### src/rtl/vga_timing_gen.sv
// vga_timing_gen: 640x480@60 raster timing from the system clock.
// Pixel enable, position counters, registered syncs/bright, frame ticks.
module vga_timing_gen #(
  parameter int unsigned CLK_DIV     = 4,
  parameter int unsigned H_TOTAL     = 800,
  parameter int unsigned H_SYNC_END  = 96,
  parameter int unsigned H_VIS_START = 144,
  parameter int unsigned H_VIS_END   = 784,
  parameter int unsigned V_TOTAL     = 525,
  parameter int unsigned V_SYNC_END  = 2,
  parameter int unsigned V_VIS_START = 35,
  parameter int unsigned V_VIS_END   = 515
) (
  input  logic        clk,
  input  logic        reset,
  output logic        pix_en,
  output logic [9:0]  hCount,
  output logic [9:0]  vCount,
  output logic        hSync,
  output logic        vSync,
  output logic        bright,
  output logic        vblank_tick,
  output logic        frame_tick,
  output logic [15:0] frame_count
);

  if (CLK_DIV < 1 || CLK_DIV > 16 ||
      !(H_SYNC_END < H_VIS_START) ||
      !(H_VIS_START < H_VIS_END) ||
      !(H_VIS_END <= H_TOTAL) || H_TOTAL > 1024 ||
      !(V_SYNC_END < V_VIS_START) ||
      !(V_VIS_START < V_VIS_END) ||
      !(V_VIS_END <= V_TOTAL) || V_TOTAL > 1024)
  begin : g_bad_params
    $error("vga_timing_gen: illegal timing parameters");
  end

  localparam logic [3:0]  DIV_MAX = 4'(CLK_DIV - 1);
  localparam logic [9:0]  H_MAX   = 10'(H_TOTAL - 1);
  localparam logic [9:0]  V_MAX   = 10'(V_TOTAL - 1);
  localparam logic [10:0] HSE     = 11'(H_SYNC_END);
  localparam logic [10:0] HVS     = 11'(H_VIS_START);
  localparam logic [10:0] HVE     = 11'(H_VIS_END);
  localparam logic [10:0] VSE     = 11'(V_SYNC_END);
  localparam logic [10:0] VVS     = 11'(V_VIS_START);
  localparam logic [10:0] VVE     = 11'(V_VIS_END);

  logic [3:0]  div_q, div_d;
  logic        pix_q, pix_d;
  logic [9:0]  h_q, h_d;
  logic [9:0]  v_q, v_d;
  logic        hs_q, hs_d;
  logic        vs_q, vs_d;
  logic        br_q, br_d;
  logic        vbl_q, vbl_d;
  logic        ft_q, ft_d;
  logic [15:0] fc_q, fc_d;
  logic [10:0] hx, vx;

  // Next-state: divider, counters, and decodes of the next position
  always_comb begin
    div_d = (div_q == DIV_MAX) ? 4'd0 : div_q + 4'd1;
    pix_d = (div_d == DIV_MAX);
    h_d   = h_q;
    v_d   = v_q;
    if (pix_q) begin
      if (h_q == H_MAX) begin
        h_d = 10'd0;
        v_d = (v_q == V_MAX) ? 10'd0 : v_q + 10'd1;
      end else begin
        h_d = h_q + 10'd1;
      end
    end
    hx    = {1'b0, h_d};
    vx    = {1'b0, v_d};
    hs_d  = !(hx < HSE);
    vs_d  = !(vx < VSE);
    br_d  = (hx >= HVS) && (hx < HVE) &&
            (vx >= VVS) && (vx < VVE);
    ft_d  = pix_q && (h_q == H_MAX) && (v_q == V_MAX);
    vbl_d = pix_q && (h_d == 10'd0) && (vx == VVE);
    fc_d  = fc_q + 16'd1;
  end

  // Timing state register; reset parks at (0,0) inside both syncs
  always_ff @(posedge clk) begin
    if (reset) begin
      div_q <= 4'd0;
      pix_q <= 1'b0;
      h_q   <= 10'd0;
      v_q   <= 10'd0;
      hs_q  <= 1'b0;
      vs_q  <= 1'b0;
      br_q  <= 1'b0;
      vbl_q <= 1'b0;
      ft_q  <= 1'b0;
    end else begin
      div_q <= div_d;
      pix_q <= pix_d;
      h_q   <= h_d;
      v_q   <= v_d;
      hs_q  <= hs_d;
      vs_q  <= vs_d;
      br_q  <= br_d;
      vbl_q <= vbl_d;
      ft_q  <= ft_d;
    end
  end

  // Completed-frame counter, advances only on the frame wrap
  always_ff @(posedge clk) begin
    if (reset) begin
      fc_q <= 16'd0;
    end else if (ft_d) begin
      fc_q <= fc_d;
    end
  end

  assign pix_en      = pix_q;
  assign hCount      = h_q;
  assign vCount      = v_q;
  assign hSync       = hs_q;
  assign vSync       = vs_q;
  assign bright      = br_q;
  assign vblank_tick = vbl_q;
  assign frame_tick  = ft_q;
  assign frame_count = fc_q;

endmodule

### config.mk
export PLATFORM = sky130hd
export DESIGN_NAME = vga_timing_gen
export DESIGN_NICKNAME = d
export VERILOG_FILES = /design/src/rtl/vga_timing_gen.sv
export SDC_FILE = /design/constraint.sdc
export NUM_CORES = 1
export LEC_CHECK = 0
export CORE_UTILIZATION = 50
export DETAILED_ROUTE_END_ITERATION = 6
export GPL_TIMING_DRIVEN = 0
export PLACE_DENSITY = 0.81
export SLEW_MARGIN = 20
export SYNTH_ARGS = -nofsm -noshare
export SYNTH_HDL_FRONTEND = slang
export SYNTH_SLANG_ARGS = --single-unit
export TNS_END_PERCENT = 100
### constraint.sdc
create_clock -name clk -period 2.85 [get_ports clk]
set_input_delay 0.57 -clock clk [delete_from_list [all_inputs] [get_ports clk]]
set_output_delay 0.57 -clock clk [all_outputs]
set_load 0.03 [all_outputs]
==> metrics.md <==
| Metric | Value |
|---|---|
| Chip Width | 70.9 um |
| CTS root buf | clkbuf_8 |
| Startpoint of the worst hold path | reset |
| Pin count of the biggest net entering global routing | 15 |
| Max-slew violations | 0 |
| MaxCap Viol Count | 0 |
| DP Cell Count | 374 |
| WHS Endpoint | hCount[3] |
| Clk_lat worst skew | 300 ps |
| Setup ws final | 261 ps |
| Ys Warns | 0 |
| Routability cong. | 0.840 |
| Total Neg Setup Slack | 0 ps |
| R2R Path End | bright |
| Slew headroom | 0.654 |
| F_max | 386 MHz |
| Clk sinks | 46 |
| Placed Instance Area | 2860 um2 |
| Worst hold path class | in -> reg |
| Post-CTS sizing | 0 |
| PnR Total Power | 1.10 mW |
| Share of cells above drive strength 1 | 0.0848 |
| Post-synth EDFFs | 0 |
| R2r startpoint | hCount[0] |
| Async set-reset flop share out of synthesis | 0 |
| Yosys top cell area share | 0.388 |
| Vias per Instance | 5.64 |
| # hold bufs at CTS | 0 |
| # fillers | 380 |
| Critical path endpoint category | register |
| CP Launch Type | register |
| Reg2reg path depth | 8 |
| Iter 0 DRT Violations | 82 |
| Area leader, netlist | dfxtp_1 |
| R2r setup slk | 260 ps |
| Setup violations, final | 0 |
| Final WL | 5270 um |
| Cell variety after synth | 51 |
| Critical path's slowest cell | dfxtp_1 |
| Antenna violations before repair | 0 |
| Leakage | 1.04 nW |
| Sequential-to-total area share from yosys stat | 0.388 |
| Full die area | 5030 um2 |
| CTS max path bufs | 2 |
| Total grt overflow | 0 |
| Mapped Area | 2370 um2 |
| Core Region | 4440 um2 |
| Wire length per cell | 13.8 um |
| Crit path launch | hCount[0] |
| DRC | 0 |
| Top cells by count, synth | dfxtp_1, nor2_1, nand2_1 |
| Fin nets | 337 |
| RSZ-0062 raised after global routing | no |
| Initial Util | 0.534 |
| Antenna Cells | 0 |
| CP arrival | 2800 ps |
| Pre-CTS setup slack | 279 ps |
| Count leader, synth | dfxtp_1 |
| Final instance area | 2950 um2 |
| H-tree levels | 2 |
| Clock slew at reported path FFs | 90 ps |
| Syn_area_per_cell | 8.48 um2 |
| CTS tree | yes |
| Vias | 2156 |
| Rows | 24 |
| Number of global-route vias before repair | 1907 |
| Critical path buffer and inverter count | 0 |
| Hold Crit Depth | 2 |
| Least-Margin Pin Slew | 519 ps |
| Port Buffers | 42 |
| Gr usage total | 0.219 |
| Final min period | 2590 ps |
| DRT antenna net count | 0 |
| DRT Pass-1 Iters | 6 |
| Most used DFF post-synth | dfxtp_1 |
| Final period util | 0.908 |
| Non-Filler Instances | 382 |
| Area contributors post-synth | dfxtp_1, nor2_1, nand2_1 |
| Clock skew | 4.39 ps |
| CP top delay family | simple AND/OR/NAND/NOR gates |
| Dpl hpwl | 3830 um |
| Pwr/cell area | 372 nW/um2 |
| Status | complete, no violations |
| Worst Path Max Fanout | 7 |
| Syn_nets | 288 |
| Layout overhead on the synthesized area | 24.1% |
| Worst path max stage delay | 440 ps |
| Synth Register Bits | 46 |
| Mapped Cells | 280 |
| Die Y | 70.9 um |
| Max IR drop VDD | 0.261 mV |
| Fin util | 0.663 |
| Global-route wire length before repair | 8690 um |
| Critical path cell sequence | ha_1, nand2b_1, nor3_4, o21ai_2, a21oi_2, nand4_1, or4_4, a2111oi_2 |
| Critical Path RT | 3060 ps |
| CTS buffer count | 5 |
| Post-CTS Setup Inserts | 0 |
| Fin. Hold Viols | 0 |
| Crit path kind | reg -> reg |
| Top Ports | 44 |
| Hold_ws | 473 ps |
## registers in the layout, indices dropped and copies added, names as in the netlist
signal,count
div_q,4
bright,1
frame_tick,1
vCount,10
hSync,1
vblank_tick,1
frame_count,16
pix_en,1
vSync,1
hCount,10
## how the worst max path moves through the flow
stage	slack [ps]	end	depth (start not counted)
after floorplan	350	bright	8
after global placement	280	bright	8
after detailed placement	280	bright	8
after CTS	230	bright	8
after global routing	60	frame_count[7]	7
final	260	bright	8
## layout make-up
cell class | instances | area, um2 | share of cell area
inverter | 7 | 26.3 | 0.00892
tap | 52 | 65.1 | 0.0221
timing repair buffer | 42 | 420 | 0.143
buffer | 9 | 61.3 | 0.0208
multi-input combinational | 218 | 1370 | 0.463
sequential | 46 | 921 | 0.313
clock inverter | 2 | 13.8 | 0.00467
clock buffer | 6 | 72.6 | 0.0246
## logic make-up (layout without fill, tap and decap cells)
| kind of cell | Yosys count | after routing | share of synthesized area |
|---|---|---|---|
| AND/OR/NAND/NOR | 140 | 140 | 0.336 |
| AO/OA/AOI/OAI | 53 | 53 | 0.137 |
| flip-flops | 46 | 46 | 0.388 |
| XOR/XNOR | 19 | 19 | 0.0701 |
| buffers and inverters | 16 | 66 | 0.0369 |
| adder cells (fa/ha/maj) | 6 | 6 | 0.0316 |
## per-layer routing
layer,wire (um),part of all wire,track usage,up-vias
met1,2540,0.48,0.303,1009
met2,2430,0.46,0.342,58
met5,0,0,0,-
met4,79,0.015,0.0800,0
li1,-,-,-,1081
met3,216,0.041,0.0399,8
## power breakdown
group	internal [mW]	total [mW]	switching [mW]
clock	0.173	0.402	0.228
combinational	0.0145	0.0394	0.0249
sequential	0.648	0.655	0.00695
total	0.836	1.10	0.260
## cells in the final DEF, fill, tap and decap left out, drive strengths merged, types with 3 or more instances in the layout
cell type,count
o21ai,16
inv,7
clkbuf,11
dfxtp,46
and3,7
and4,4
nor3,7
nand4,8
ha,6
nand2b,4
buf,4
nor2,43
a22oi,3
clkdlybuf4s50,42
and2,3
xnor2,10
nand3,13
a21oi,21
xor2,9
nor2b,4
a31oi,4
or3,6
nand2,27
Note: power is estimated with default switching activity, not from simulation.
